### src/rtl/alu_pkg.sv
// alu_pkg: op codes, MUL sequencer states and flag bit positions shared by alu_pipe
package alu_pkg;
  typedef enum logic [3:0] {
    OP_ADD, OP_SUB, OP_XOR, OP_NAND, OP_SLL, OP_SRL, OP_ROL, OP_ROR,
    OP_SEQ, OP_SLT, OP_SLE, OP_SCO, OP_MUL
  } alu_op_e;
  typedef enum logic [1:0] {IDLE, MUL, DONE} mul_state_e;
  localparam int FLAG_Z = 3;
  localparam int FLAG_N = 2;
  localparam int FLAG_C = 1;
  localparam int FLAG_V = 0;
endpackage

### src/rtl/shift_rot_unit.sv
// shift_rot_unit: combinational log2 barrel shifter; mode 0 SLL, 1 SRL, 2 ROL, 3 ROR
module shift_rot_unit #(
  parameter int WIDTH = 16
) (
  input  logic [WIDTH-1:0]         data,
  input  logic [$clog2(WIDTH)-1:0] amount,
  input  logic [1:0]               mode,
  output logic [WIDTH-1:0]         result
);
  localparam int SHAMT_W = $clog2(WIDTH);
  logic [WIDTH-1:0] s [SHAMT_W+1];
  assign s[0] = data;
  for (genvar i = 0; i < SHAMT_W; i++) begin : g_stage
    localparam int K = 1 << i;
    assign s[i+1] = !amount[i] ? s[i] :
                    mode == 2'd0 ? s[i] << K :
                    mode == 2'd1 ? s[i] >> K :
                    mode == 2'd2 ? {s[i][WIDTH-1-K:0], s[i][WIDTH-1:WIDTH-K]} :
                                   {s[i][K-1:0], s[i][WIDTH-1:K]};
  end
  assign result = s[SHAMT_W];
endmodule

### src/rtl/alu_pipe.sv
// alu_pipe: registered execute-stage ALU with valid/ready handshake and iterative shift-add MUL
module alu_pipe
  import alu_pkg::*;
#(
  parameter int WIDTH = 16
) (
  input  logic             clk,
  input  logic             rst,
  input  logic             in_valid,
  output logic             in_ready,
  input  logic [3:0]       op,
  input  logic [WIDTH-1:0] a,
  input  logic [WIDTH-1:0] b,
  output logic             out_valid,
  input  logic             out_ready,
  output logic [WIDTH-1:0] result,
  output logic [3:0]       flags,
  output logic             illegal
);
  localparam int SHAMT_W = $clog2(WIDTH);
  mul_state_e state, state_nx;
  logic [WIDTH-1:0] mcand, hi, lo, sh_res, res_nx;
  logic [SHAMT_W-1:0] cnt;
  logic [WIDTH:0] add_s, sub_s, step;
  logic [3:0] flags_nx;
  logic ill_nx, accept, mul_start, done_load, out_load;
  assign in_ready  = (state == IDLE) & (~out_valid | out_ready) & ~rst;
  assign accept    = in_valid & in_ready;
  assign mul_start = accept & (op == OP_MUL);
  assign done_load = (state == DONE) & (~out_valid | out_ready);
  assign out_load  = (accept & ~mul_start) | done_load;
  assign add_s = {1'b0, a} + {1'b0, b};
  assign sub_s = {1'b0, b} + {1'b0, ~a} + {{WIDTH{1'b0}}, 1'b1};
  // {hi,lo} shifts right one multiplier bit per cycle; after WIDTH steps it holds the full product
  assign step = {1'b0, hi} + (lo[0] ? {1'b0, mcand} : '0);
  shift_rot_unit #(.WIDTH(WIDTH)) u_shift (
    .data(a), .amount(b[SHAMT_W-1:0]), .mode(op[1:0]), .result(sh_res)
  );
  always_comb begin
    res_nx = '0;
    flags_nx = '0;
    ill_nx = 1'b0;
    if (state == DONE) begin
      res_nx = lo;
      flags_nx[FLAG_V] = |hi;
    end else begin
      case (op)
        OP_ADD: begin
          {flags_nx[FLAG_C], res_nx} = add_s;
          flags_nx[FLAG_V] = ~(a[WIDTH-1] ^ b[WIDTH-1]) & (a[WIDTH-1] ^ add_s[WIDTH-1]);
        end
        OP_SUB: begin
          {flags_nx[FLAG_C], res_nx} = sub_s;
          flags_nx[FLAG_V] = (a[WIDTH-1] ^ b[WIDTH-1]) & (b[WIDTH-1] ^ sub_s[WIDTH-1]);
        end
        OP_XOR:  res_nx = a ^ b;
        OP_NAND: res_nx = ~(a & b);
        OP_SLL, OP_SRL, OP_ROL, OP_ROR: res_nx = sh_res;
        OP_SEQ:  res_nx = WIDTH'(a == b);
        OP_SLT:  res_nx = WIDTH'($signed(a) < $signed(b));
        OP_SLE:  res_nx = WIDTH'($signed(a) <= $signed(b));
        OP_SCO:  res_nx = WIDTH'(add_s[WIDTH]);
        OP_MUL:  res_nx = '0;
        default: ill_nx = 1'b1;
      endcase
    end
    flags_nx[FLAG_Z] = res_nx == '0;
    flags_nx[FLAG_N] = res_nx[WIDTH-1];
  end
  always_comb begin
    state_nx = mul_start ? MUL :
               (state == MUL && cnt == SHAMT_W'(WIDTH - 1)) ? DONE :
               done_load ? IDLE : state;
  end
  always_ff @(posedge clk) begin
    if (rst) begin
      state     <= IDLE;
      out_valid <= 1'b0;
      result    <= '0;
      flags     <= '0;
      illegal   <= 1'b0;
      mcand     <= '0;
      hi        <= '0;
      lo        <= '0;
      cnt       <= '0;
    end else begin
      state <= state_nx;
      if (mul_start) begin
        mcand <= a;
        hi    <= '0;
        lo    <= b;
        cnt   <= '0;
      end else if (state == MUL) begin
        hi  <= step[WIDTH:1];
        lo  <= {step[0], lo[WIDTH-1:1]};
        cnt <= cnt + 1'b1;
      end
      if (out_load) begin
        result  <= res_nx;
        flags   <= flags_nx;
        illegal <= ill_nx;
      end
      out_valid <= out_load | (out_valid & ~out_ready);
    end
  end
endmodule

### config.mk
export PLATFORM = sky130hd
export DESIGN_NAME = alu_pipe
export DESIGN_NICKNAME = d
export VERILOG_FILES = /design/src/rtl/alu_pkg.sv /design/src/rtl/shift_rot_unit.sv /design/src/rtl/alu_pipe.sv
export SDC_FILE = /design/constraint.sdc
export NUM_CORES = 1
export LEC_CHECK = 0
export CAP_MARGIN = 5
export CORE_MARGIN = 2
export CORE_UTILIZATION = 64
export CTS_BUF_LIST = sky130_fd_sc_hd__clkbuf_8
export DETAILED_ROUTE_END_ITERATION = 6
export PLACE_DENSITY_LB_ADDON = 0.3
export RECOVER_POWER = 25
export SETUP_SLACK_MARGIN = 0.02
export SYNTH_ARGS = -nofsm -noshare
export SYNTH_HDL_FRONTEND = slang
export SYNTH_SLANG_ARGS = --single-unit
export TNS_END_PERCENT = 20
### constraint.sdc
create_clock -name clk -period 7.9 [get_ports clk]
set_input_delay 1.58 -clock clk [delete_from_list [all_inputs] [get_ports clk]]
set_output_delay 1.58 -clock clk [all_outputs]
set_load 0.03 [all_outputs]
**Word level (Yosys, flattened, before mapping)**

Cells that the tools add are included.

- Word-level logic and storage cells: 99
- Flip-flop bits (word level): 76
- Output and inout bits: 23
- Input port bits: 40

- Bitwise gates (word level): 24
- Equality and inequality tests: 18
- Add/subtract/negate cells: 5
- Reductions and logical operators: 12
- Muxes and demuxes: 28
- $lt $le $gt $ge: 2

Operators with widths:

| operator | number |
|---|---|
| 2-to-1 mux 16 bit | 19 |
| one-hot mux 16 bit (9 select lines) | 1 |
| adder 16 x 16 -> 17 bit | 3 |
| inverter 16 bit | 2 |
| equality test 4 bit, second input constant | 6 |
| adder 17 x 1 -> 17 bit, second input constant | 1 |
| AND 16 bit | 1 |
| equality test 16 bit | 1 |
| equality test 4 x 3 -> 1 bit, second input constant | 4 |
| <= comparator 16 bit | 1 |
| logical NOT 16 bit | 1 |
| less-than comparator 16 bit | 1 |
| OR reduction 16 bit | 1 |
| XOR 16 bit | 1 |
| OR reduction 13 bit | 1 |
| AND 1 bit | 9 |
| equality test 4 x 2 -> 1 bit, second input constant | 2 |
| 2-to-1 mux 1 bit | 5 |
| inverter 1 bit | 5 |
| adder 4 x 1 -> 4 bit, second input constant | 1 |
| equality test 2 x 1 -> 1 bit, second input constant | 2 |
| equality test 2 bit, second input constant | 2 |
| equality test 4 x 1 -> 1 bit, second input constant | 1 |
| logical NOT 2 bit | 2 |
| other kinds (10) | 16 |

**Longest topological paths before layout**

Gate-level depths: netlist of the first run.

- Word-level depth: 19
- Mapped depth: 15
- Gate-level depth less buffers: 14

**By module**

A second synthesis of the first run with hierarchy kept.

- Cell total of the unflattened synthesis: 1181
- Area, all modules: 8539.4 um^2

By module, submodules not included:

| module | area an instance (um^2) | cells each | seq. area each (um^2) | instances |
|---|---|---|---|---|
| alu_pipe | 6605.1 | 911 | 1501.4 | 1 |
| shift_rot_unit | 1934.4 | 270 | 0.0 | 1 |

**Worst setup path after synthesis of the first run**

OpenSTA, ideal clock, no wires.

- Path type: input -> register
- From: in a[3]
- To: reg flags[3]
- Library setup time: 0.117 ns
- Cell stages on the path: 14
- Arrival: 4.237 ns
- Required time: 7.783 ns
- Slack: 3.546 ns
- Buffers on the path: 2
- Cell sequence: clkbuf_1 inv_1 ha_1 buf_2 inv_1 o22ai_1 o21ai_1 a211o_1 a21bo_2 a2111oi_0 o32ai_1 a21oi_1 nor4b_2 a32o_1

- Word-level cells in the longest chain between the ends: 18
- Elaborated cells on any way between the ends: 28
- Classes of those cells: add/sub: 3; order compare: 2; eq/ne: 1; mux: 17; bitwise: 4; reduce/logical: 1

Ends and longest elaborated chain:

| item | line | source |
|---|---|---|
| from (decl) | alu_pipe.sv:12 | `input logic [WIDTH-1:0] a,` |
| 2-to-1 mux 16 bit | shift_rot_unit.sv:18 | `mode == 2'd2 ? {s[i][WIDTH-1-K:0], s[i][WIDTH-1:WIDTH-K]} :` |
| 2-to-1 mux 16 bit | shift_rot_unit.sv:17 | `mode == 2'd1 ? s[i] >> K :` |
| 2-to-1 mux 16 bit | shift_rot_unit.sv:16 | `mode == 2'd0 ? s[i] << K :` |
| 2-to-1 mux 16 bit | shift_rot_unit.sv:15 | `assign s[i+1] = !amount[i] ? s[i] :` |
| 2-to-1 mux 16 bit | shift_rot_unit.sv:18 |  |
| 2-to-1 mux 16 bit | shift_rot_unit.sv:17 |  |
| 2-to-1 mux 16 bit | shift_rot_unit.sv:16 |  |
| 2-to-1 mux 16 bit | shift_rot_unit.sv:15 |  |
| [2 not listed] | n/a |  |
| 2-to-1 mux 16 bit | shift_rot_unit.sv:16 |  |
| 2-to-1 mux 16 bit | shift_rot_unit.sv:15 |  |
| 2-to-1 mux 16 bit | shift_rot_unit.sv:17 |  |
| 2-to-1 mux 16 bit | shift_rot_unit.sv:16 |  |
| 2-to-1 mux 16 bit | shift_rot_unit.sv:15 |  |
| one-hot mux 16 bit (9 select lines) * | alu_pipe.sv:47 | `case (op)` |
| 2-to-1 mux 16 bit * | alu_pipe.sv:43 | `if (state == DONE) begin` |
| logical NOT 16 bit * | alu_pipe.sv:67 | `flags_nx[FLAG_Z] = res_nx == '0;` |
| to (signal assigned) | alu_pipe.sv:100 | `flags <= flags_nx;` |
| to (decl) | alu_pipe.sv:17 | `output logic [3:0] flags,` |

Every way passes the cells marked *; elsewhere a longest branch is shown, timed or not.
A chain may end at the register's enable or synchronous reset.

**Worst setup path in the final report of the first run**

- From: in a[1]
- To: reg flags[3]

The elaborated chain is that of the path after synthesis.

==> impl_metrics.json, run 1 <==
{
  "clock-sinks": 75,
  "synth_nets": 1288,
  "instances_no_fill": 1346,
  "place_inst": 1330,
  "syn_area_sq_um": 8350,
  "period_share_pct": 68.6,
  "drtIter0Drc": 1605,
  "io-pin-count": 63,
  "die_w_um": 118,
  "postRouteWirelength_um": 30700,
  "slew_violations": 0,
  "min_period_ps": 5420,
  "fmax_mhz": 185,
  "antenna_cells": 0,
  "finClkSkew_ps": 21.0,
  "route.antenna.remaining_nets": 0,
  "grt_pass1_wl_um": 47600,
  "cts_tree": "built",
  "cts_hold_buf": 0,
  "cts_setup_buffers": 0,
  "num-nets-final": 1277,
  "crit_type": "input pin to register",
  "ys_warn_count": 0,
  "ir_drop_uv": 98.1,
  "layout-drive-gt1-share_pct": 5.03,
  "synth.distinct_cells": 84,
  "area_growth_pct": 8.14,
  "ys_seq_area_share_pct": 18.0,
  "cp_data_arrival_time_ps": 5730,
  "fp.dieArea_sq_um": 14000,
  "rows": 41,
  "worstPathMaxFanout": 10,
  "ys_ff_latch": 75,
  "grt_pass1_vias": 8722,
  "endpoint_kind": "register",
  "post_synth.cell_area_avg_sq_um": 7.08,
  "route.detailed.drc": 12,
  "root_buffer": "clkbuf_8",
  "status": "finished, violations left",
  "final_core_util_pct": 71.3,
  "antenna_found_initial": 1,
  "nFillCells": 1082,
  "synth_ff_type": "dfxtp_1",
  "core_area_sq_um": 12700,
  "cts-resized-gates": 0,
  "dpl.hpwl_um": 22300,
  "maxCapViolCount": 0,
  "p_leak_nw": 3.58,
  "synthArstFlopShare_pct": 0,
  "clk_path_buf_depth": 2,
  "worst_pin_slew_ps": 1350,
  "critPathRequiredTime_ps": 8210,
  "via_per_inst": 7.12,
  "maxSlewHeadroom_pct": 9.86,
  "vias": 9580,
  "synth_top_area_share_pct": 18.0,
  "cp-start-kind": "input pin",
  "grt_max_degree": 58,
  "power_density_nw_per_um2": 124,
  "hp-class": "register to register",
  "rsz0062_at_grt": "false",
  "grt_util_all_layers_pct": 42.6,
  "final_hold_viol_count": 0,
  "finalSetupViolations": 0,
  "clk_pin_slew_ps": 80,
  "cts.htree.levels": 3,
  "die_y_um": 118,
  "violations": "DRC",
  "fin_setup_tns_ps": 0,
  "ys_top_cells_by_area": "dfxtp_1 18%, ha_1 9.7%, a21oi_1 7.4%, nand2_1 6.9%, mux2i_1 4.8%",
  "synth_edf_count": 0,
  "io_buffers": 62,
  "post-synth-top-area-cell": "dfxtp_1",
  "insertion_delay_ps": 380,
  "wl_per_cell_um": 22.8,
  "syn_inst": 1180,
  "total_power_mw": 1.12,
  "numCtsBuffers": 9,
  "gp_congestion": 1.13,
  "gr-total-overflow": 0,
  "drtPass1Iterations": 7,
  "start_util_pct": 65.9
}
==> layer usage <==
| metal | part of all wire (%) | vias up | track usage (%) | wire, um |
|---|---|---|---|---|
| li1 | - | 4275 | - | - |
| met1 | 38 | 4372 | 55.8 | 11800 |
| met2 | 43 | 738 | 65.6 | 13100 |
| met3 | 13 | 195 | 9.80 | 3910 |
| met4 | 6.4 | 0 | 20.9 | 1970 |
| met5 | 0 | - | 0 | 0 |
==> synth_stat cells (4+ instances only) <==
master / count
o21bai_1: 11
nor3_1: 41
a31oi_1: 20
o211ai_1: 9
inv_1: 54
nand2b_1: 23
mux2i_1: 40
a221oi_1: 7
a311oi_1: 8
buf_6: 6
and2_1: 18
xor2_1: 5
nand3_1: 30
o21ai_1: 7
clkbuf_1: 62
a211oi_1: 31
nand2_1: 154
a2111oi_0: 9
o21a_1: 4
xnor2_1: 16
o22ai_1: 12
or2_2: 4
nor2b_1: 18
dfxtp_1: 75
or3_1: 7
o21ai_0: 53
ha_1: 65
nor2_1: 92
and3_1: 6
nor4_1: 14
a21o_1: 9
o221ai_1: 16
a21oi_1: 124
nand3b_1: 6
nand4_1: 5
buf_2: 21
a22oi_1: 18
==> final timing paths <==
| check | start | end | slack, ps | cells after the start |
|---|---|---|---|---|
| worst min-delay path | result[8]$_SDFFE_PP0P_ | result[8]$_SDFFE_PP0P_ | 450 | 2 |
| worst max-delay path | a[1] | flags[3]$_SDFFE_PP0P_ | 2480 | 13 |
| worst max register to register | lo[0]$_SDFFE_PP0P_ | hi[14]$_SDFFE_PP0P_ | 4530 | 13 |
| worst min register to register | result[8]$_SDFFE_PP0P_ | result[8]$_SDFFE_PP0P_ | 450 | 2 |
==> logic make-up after synthesis <==
group / synth area share (%)
mux: 5.74
xor+xnor: 2.20
flops: 18.0
compound gates: 30.1
buf+inv: 8.06
fa+ha+maj: 10.5
simple gates: 25.5
==> critical path: stages <==
cell,delay (ps)
clkdlybuf4s50_1,850
inv_1,240
ha_1,400
nand2b_1,200
a2111oi_1,730
or3_1,230
o21ai_0,80
a21oi_1,220
o221ai_1,260
nor4b_2,360
nand4b_1,150
nor4b_2,230
a32o_1,190
==> sequential cells by signal (all words and copies together), names as in the netlist <==
signal / cells
cnt: 4
result: 15
state: 2
mcand: 16
flags: 4
out_valid: 1
lo: 16
hi: 16
illegal: 1
==> cells in the final DEF, fill, tap and decap left out, drive strengths merged, types with 30 or more instances in the layout <==
master	n
nand3	30
nor3	41
o21ai	60
ha	65
nand2	154
nor2	92
a211oi	32
mux2i	40
dfxtp	75
clkdlybuf4s50	35
inv	58
a21oi	124
==> power by group <==
part           switching [mW]  internal, mW
sequential            0.00452         0.385
combinational           0.274         0.140
clock                   0.160         0.155
total                   0.439         0.679
==> stage by stage <==
| step | instance area, sq um | hold slack, ps | setup slack [ps] |
|---|---|---|---|
| floorplan | 8350 | 432 | 3550 |
| global placement | 8830 | 440 | 2330 |
| detailed placement | 8830 | 443 | 2280 |
| CTS | 9030 | 455 | 2660 |
| global route | 9030 | 473 | 2320 |
| finish | 9030 | 455 | 2480 |
==> cell type report <==
class / instances / area [sq um] / area share, %
clock buffers: 10 / 138 / 1.52
clock inverters: 6 / 65.1 / 0.721
inverters: 56 / 210 / 2.33
multi-input cells: 953 / 6200 / 68.7
flip-flops and latches: 75 / 1500 / 16.6
well taps: 172 / 215 / 2.38
repair buffers: 74 / 696 / 7.70
(Power assumes the default switching activity.)
==> run 2: changes to the inputs <==
CORE_UTILIZATION = 62   (was 64)
clock period = 5.05 ns   (was 7.9 ns; I/O delays follow)
==> impl_metrics.json, run 2 (synthesis results as in run 1) <==
{
  "status": "finished, violations left",
  "violations": "DRC",
  "drtPass1Iterations": 7,
  "nFillCells": 1112,
  "core_area_sq_um": 13200,
  "final_cell_area_sq_um": 9420,
  "worst_r2r_startpoint": "lo[0]$_SDFFE_PP0P_",
  "start_util_pct": 63.3,
  "internal_power_mw": 1.18,
  "antenna_cells": 0,
  "maxCapViolCount": 0,
  "switching_share_pct": 36.6,
  "fp.dieArea_sq_um": 14400,
  "grt_pass1_vias": 9148,
  "via_per_inst": 7.01,
  "cp-start-kind": "input pin",
  "power_frac_comb_pct": 37.0,
  "dpl.hpwl_um": 24700,
  "critPathRequiredTime_ps": 5360,
  "worst_pin_slew_ps": 1140,
  "io-pin-count": 63,
  "postRouteWirelength_um": 33100,
  "cp_data_arrival_time_ps": 4550,
  "area_growth_pct": 12.8,
  "power_frac_clock_pct": 30.4,
  "rows": 42,
  "grt_pass1_wl_um": 50500,
  "io_buffers": 62,
  "root_buffer": "clkbuf_8",
  "final_hold_viol_count": 0,
  "cp-startpoint": "a[0]",
  "wl_per_cell_um": 23.7,
  "layout_common_cells": "154 x nand2_1, 124 x a21oi_1, 92 x nor2_1",
  "rsz0062_at_grt": "false",
  "r2r_slack_ps": 1410,
  "clk_pin_slew_ps": 80,
  "cts_hold_buf": 0,
  "crit_type": "input pin to register",
  "clock-sinks": 75,
  "power_density_nw_per_um2": 198,
  "holdPathStages": 2,
  "vias": 9779,
  "fin_ws_ps": 807,
  "gr-total-overflow": 0,
  "fin_setup_tns_ps": 0,
  "hp-class": "register to register",
  "finClkSkew_ps": 8.26,
  "final_common_cell": "nand2_1",
  "p_leak_nw": 3.83,
  "regArea_sq_um": 1500,
  "drtIter0Drc": 1652,
  "multi_input_comb_area_sq_um": 6190,
  "cts_tree": "built",
  "route.detailed.drc": 1,
  "numCtsBuffers": 9,
  "route.antenna.remaining_nets": 0,
  "die_w_um": 120,
  "endpoint_kind": "register",
  "maxSlewHeadroom_pct": 23.8,
  "grt_util_all_layers_pct": 45.1,
  "min_period_ps": 4240,
  "r2r_cells": 13,
  "fmax_mhz": 236,
  "endpoint": "flags[3]$_SDFFE_PP0P_",
  "slew_violations": 0,
  "cts_setup_buffers": 0,
  "gp_congestion": 1.07,
  "finalSetupViolations": 0,
  "antenna_found_initial": 0,
  "clk_path_buf_depth": 2,
  "cts-resized-gates": 0,
  "worstPathMaxFanout": 4,
  "rr_endpoint": "hi[14]$_SDFFE_PP0P_",
  "num-nets-final": 1323,
  "grt_max_degree": 57,
  "period_share_pct": 84.0,
  "place_ws_ps": 517,
  "ir_drop_uv": 201,
  "cts.htree.levels": 3,
  "reg_top3": "hi (16), lo (16), mcand (16)",
  "power_frac_seq_pct": 32.6,
  "p_sw_uw": 682,
  "die_y_um": 120,
  "place_area_sq_um": 9180,
  "insertion_delay_ps": 360,
  "layout-drive-gt1-share_pct": 8.36
}
run 2: power by group through the flow:
stage	logic, mW	registers, mW	clock network [mW]
after floorplan	0.406	0.638	0
after global placement	0.658	0.622	0
after detailed placement	0.659	0.623	0
after CTS	0.663	0.609	0.564
after global routing	0.725	0.610	0.588
final	0.690	0.609	0.567
run 2: layer usage:
layer	part of all wire (%)	vias up	GRT usage [%]
li1	-	4378	-
met1	37	4492	55.1
met2	44	724	72.1
met3	11	185	10.6
met4	7.1	0	26.5
met5	0	-	0
run 2: worst max-delay path, stage by stage:
cell and delay [ps]:
clkdlybuf4s50_1 620, ha_1 230, inv_1 60, fa_1 400, a211oi_1 400, o31a_1 270
o211ai_1 140, a31oi_1 220, nor2b_1 80, o21a_1 170, o32ai_1 310, a21oi_1 160
nor4b_2 290, a32o_1 190
run 2: metrics by stage:
stage / util (%) / cells / hold WS (ps) / power (mW)
after floorplan: - / 1180 / 432 / 1.04
after global placement: 69.6 / 1380 / 440 / 1.28
after detailed placement: 69.6 / 1380 / 443 / 1.28
after CTS: 71.4 / 1396 / 453 / 1.84
after global routing: 71.4 / 1396 / 474 / 1.92
final: 71.4 / 1396 / 449 / 1.87
run 2: worst min-delay path by stage:
stage | start | slack (ps) | to
after floorplan | mcand[0]$_SDFFE_PP0P_ | 430 | mcand[0]$_SDFFE_PP0P_
after global routing | mcand[2]$_SDFFE_PP0P_ | 470 | mcand[2]$_SDFFE_PP0P_
final | result[12]$_SDFFE_PP0P_ | 450 | result[12]$_SDFFE_PP0P_
after detailed placement | mcand[9]$_SDFFE_PP0P_ | 440 | mcand[9]$_SDFFE_PP0P_
after global placement | mcand[4]$_SDFFE_PP0P_ | 440 | mcand[4]$_SDFFE_PP0P_
after CTS | mcand[9]$_SDFFE_PP0P_ | 450 | mcand[9]$_SDFFE_PP0P_
run 2: cell type report:
| type | count | area share (%) |
|---|---|---|
| timing repair buffer | 120 | 11.1 |
| clock inverter | 6 | 1.12 |
| inverter | 56 | 2.23 |
| tap | 176 | 2.34 |
| sequential | 75 | 15.9 |
| clock buffer | 10 | 1.46 |
| multi-input combinational | 953 | 65.8 |
==> run 3: changes to the inputs <==
clock period = 4.1 ns   (was 5.05 ns; I/O delays follow)
==> impl_metrics.json, run 3 (synthesis results as in run 1) <==
{
  "cts_setup_buffers": 0,
  "finalSetupViolations": 0,
  "rsz0062_at_grt": "false",
  "endpoint_kind": "register",
  "insertion_delay_ps": 370,
  "status": "finished, violations left",
  "io_buffers": 62,
  "die_y_um": 120,
  "min_period_ps": 3920,
  "area_growth_pct": 23.4,
  "hp-class": "register to register",
  "crit_type": "input pin to register",
  "io-pin-count": 63,
  "antenna_cells": 0,
  "wl_per_cell_um": 22.9,
  "fp.dieArea_sq_um": 14400,
  "route.antenna.remaining_nets": 0,
  "grt_pass1_wl_um": 53000,
  "drtPass1Iterations": 7,
  "place_inst": 1483,
  "grt_util_all_layers_pct": 47.1,
  "worstPathMaxFanout": 3,
  "cp_data_arrival_time_ps": 4180,
  "grt_max_degree": 57,
  "p_leak_nw": 4.36,
  "num-nets-final": 1426,
  "critPathRequiredTime_ps": 4360,
  "vias": 10400,
  "clock-sinks": 75,
  "instances_no_fill": 1499,
  "maxSlewHeadroom_pct": 21.3,
  "clk_pin_slew_ps": 90,
  "die_w_um": 120,
  "finClkSkew_ps": 10.5,
  "cts.htree.levels": 3,
  "r2r_slack_ps": 380,
  "antenna_found_initial": 0,
  "route.detailed.drc": 1,
  "root_buffer": "clkbuf_8",
  "postRouteWirelength_um": 34300,
  "cp-start-kind": "input pin",
  "ir_drop_uv": 243,
  "gr-total-overflow": 0,
  "slew_violations": 0,
  "drtIter0Drc": 1775,
  "period_share_pct": 95.6,
  "core_area_sq_um": 13200,
  "power_density_nw_per_um2": 238,
  "final_hold_viol_count": 0,
  "worst_pin_slew_ps": 1180,
  "dpl.hpwl_um": 25300,
  "grt_pass1_vias": 9834,
  "layout_common_cells": "154 x nand2_1, 151 x buf_4, 124 x a21oi_1",
  "violations": "DRC",
  "gp_congestion": 1.19,
  "numCtsBuffers": 9,
  "start_util_pct": 63.3,
  "cts_tree": "built",
  "reg_top3": "hi (16), lo (16), mcand (16)",
  "maxCapViolCount": 0,
  "nFillCells": 966,
  "layout-drive-gt1-share_pct": 15.8,
  "final_common_cell": "nand2_1",
  "fmax_mhz": 255,
  "clk_path_buf_depth": 2,
  "final_core_util_pct": 78.1,
  "rows": 42,
  "via_per_inst": 6.95
}
[run 3: per-layer routing]
| layer | wire length, um | GRT usage (%) | up-vias |
|---|---|---|---|
| li1 | - | - | 4577 |
| met1 | 12300 | 58.2 | 4711 |
| met2 | 14600 | 71.6 | 882 |
| met3 | 4720 | 13.5 | 242 |
| met4 | 2600 | 30.1 | 0 |
| met5 | 0 | 0 | - |
[run 3: final timing paths]
path | startpoint | endpoint | cells after the start
setup / recovery | a[0] | flags[3]$_SDFFE_PP0P_ | 13
hold / removal | result[0]$_SDFFE_PP0P_ | result[0]$_SDFFE_PP0P_ | 2
setup reg to reg | lo[0]$_SDFFE_PP0P_ | hi[14]$_SDFFE_PP0P_ | 13
hold reg to reg | result[0]$_SDFFE_PP0P_ | result[0]$_SDFFE_PP0P_ | 2
[run 3: cell type report]
class,count,area (sq um),share of cell area [%]
Clock buffer,9,124,1.20
Clock inverter,7,121,1.18
Inverter,56,210,2.04
Multi-Input combinational cell,953,6200,60.2
Sequential cell,75,1500,14.6
Tap cell,176,220,2.14
Timing Repair Buffer,223,1920,18.7
[run 3: what timing repair did]
action	CTS	global route
setup endpoints to repair	0	2
resized for setup	0	2
hold buffers	0	0
[run 3: per-stage QoR]
stage               power, mW  setup slack (ps)  hold WS [ps]  cell area [sq um]  TNS [ps]
floorplan                1.29               506           432               8350         0
CTS                      2.41               215           456              10300         0
detailed placement       1.70             -90.9           445              10000      -156
finish                   2.45               182           454              10300         0
global route             2.52              30.3           471              10300         0
global placement         1.69             -8.06           440              10000     -8.06
[run 3: critical path, cell delays in order]
cell,delay (ps)
clkdlybuf4s50_1,490
ha_1,270
fa_1,400
nor2b_1,190
o22ai_2,180
o21ai_1,110
a211o_1,340
a21bo_2,230
a2111oi_0,440
o32ai_1,160
a21oi_1,230
nor4b_2,80
a32o_1,240
[run 3: power breakdown]
part           leakage, nW  internal [mW]  switching (mW)  total (mW)
clock network        0.124          0.409           0.312       0.720
registers            0.606          0.741         0.00891       0.750
logic                 3.63          0.404           0.578       0.981
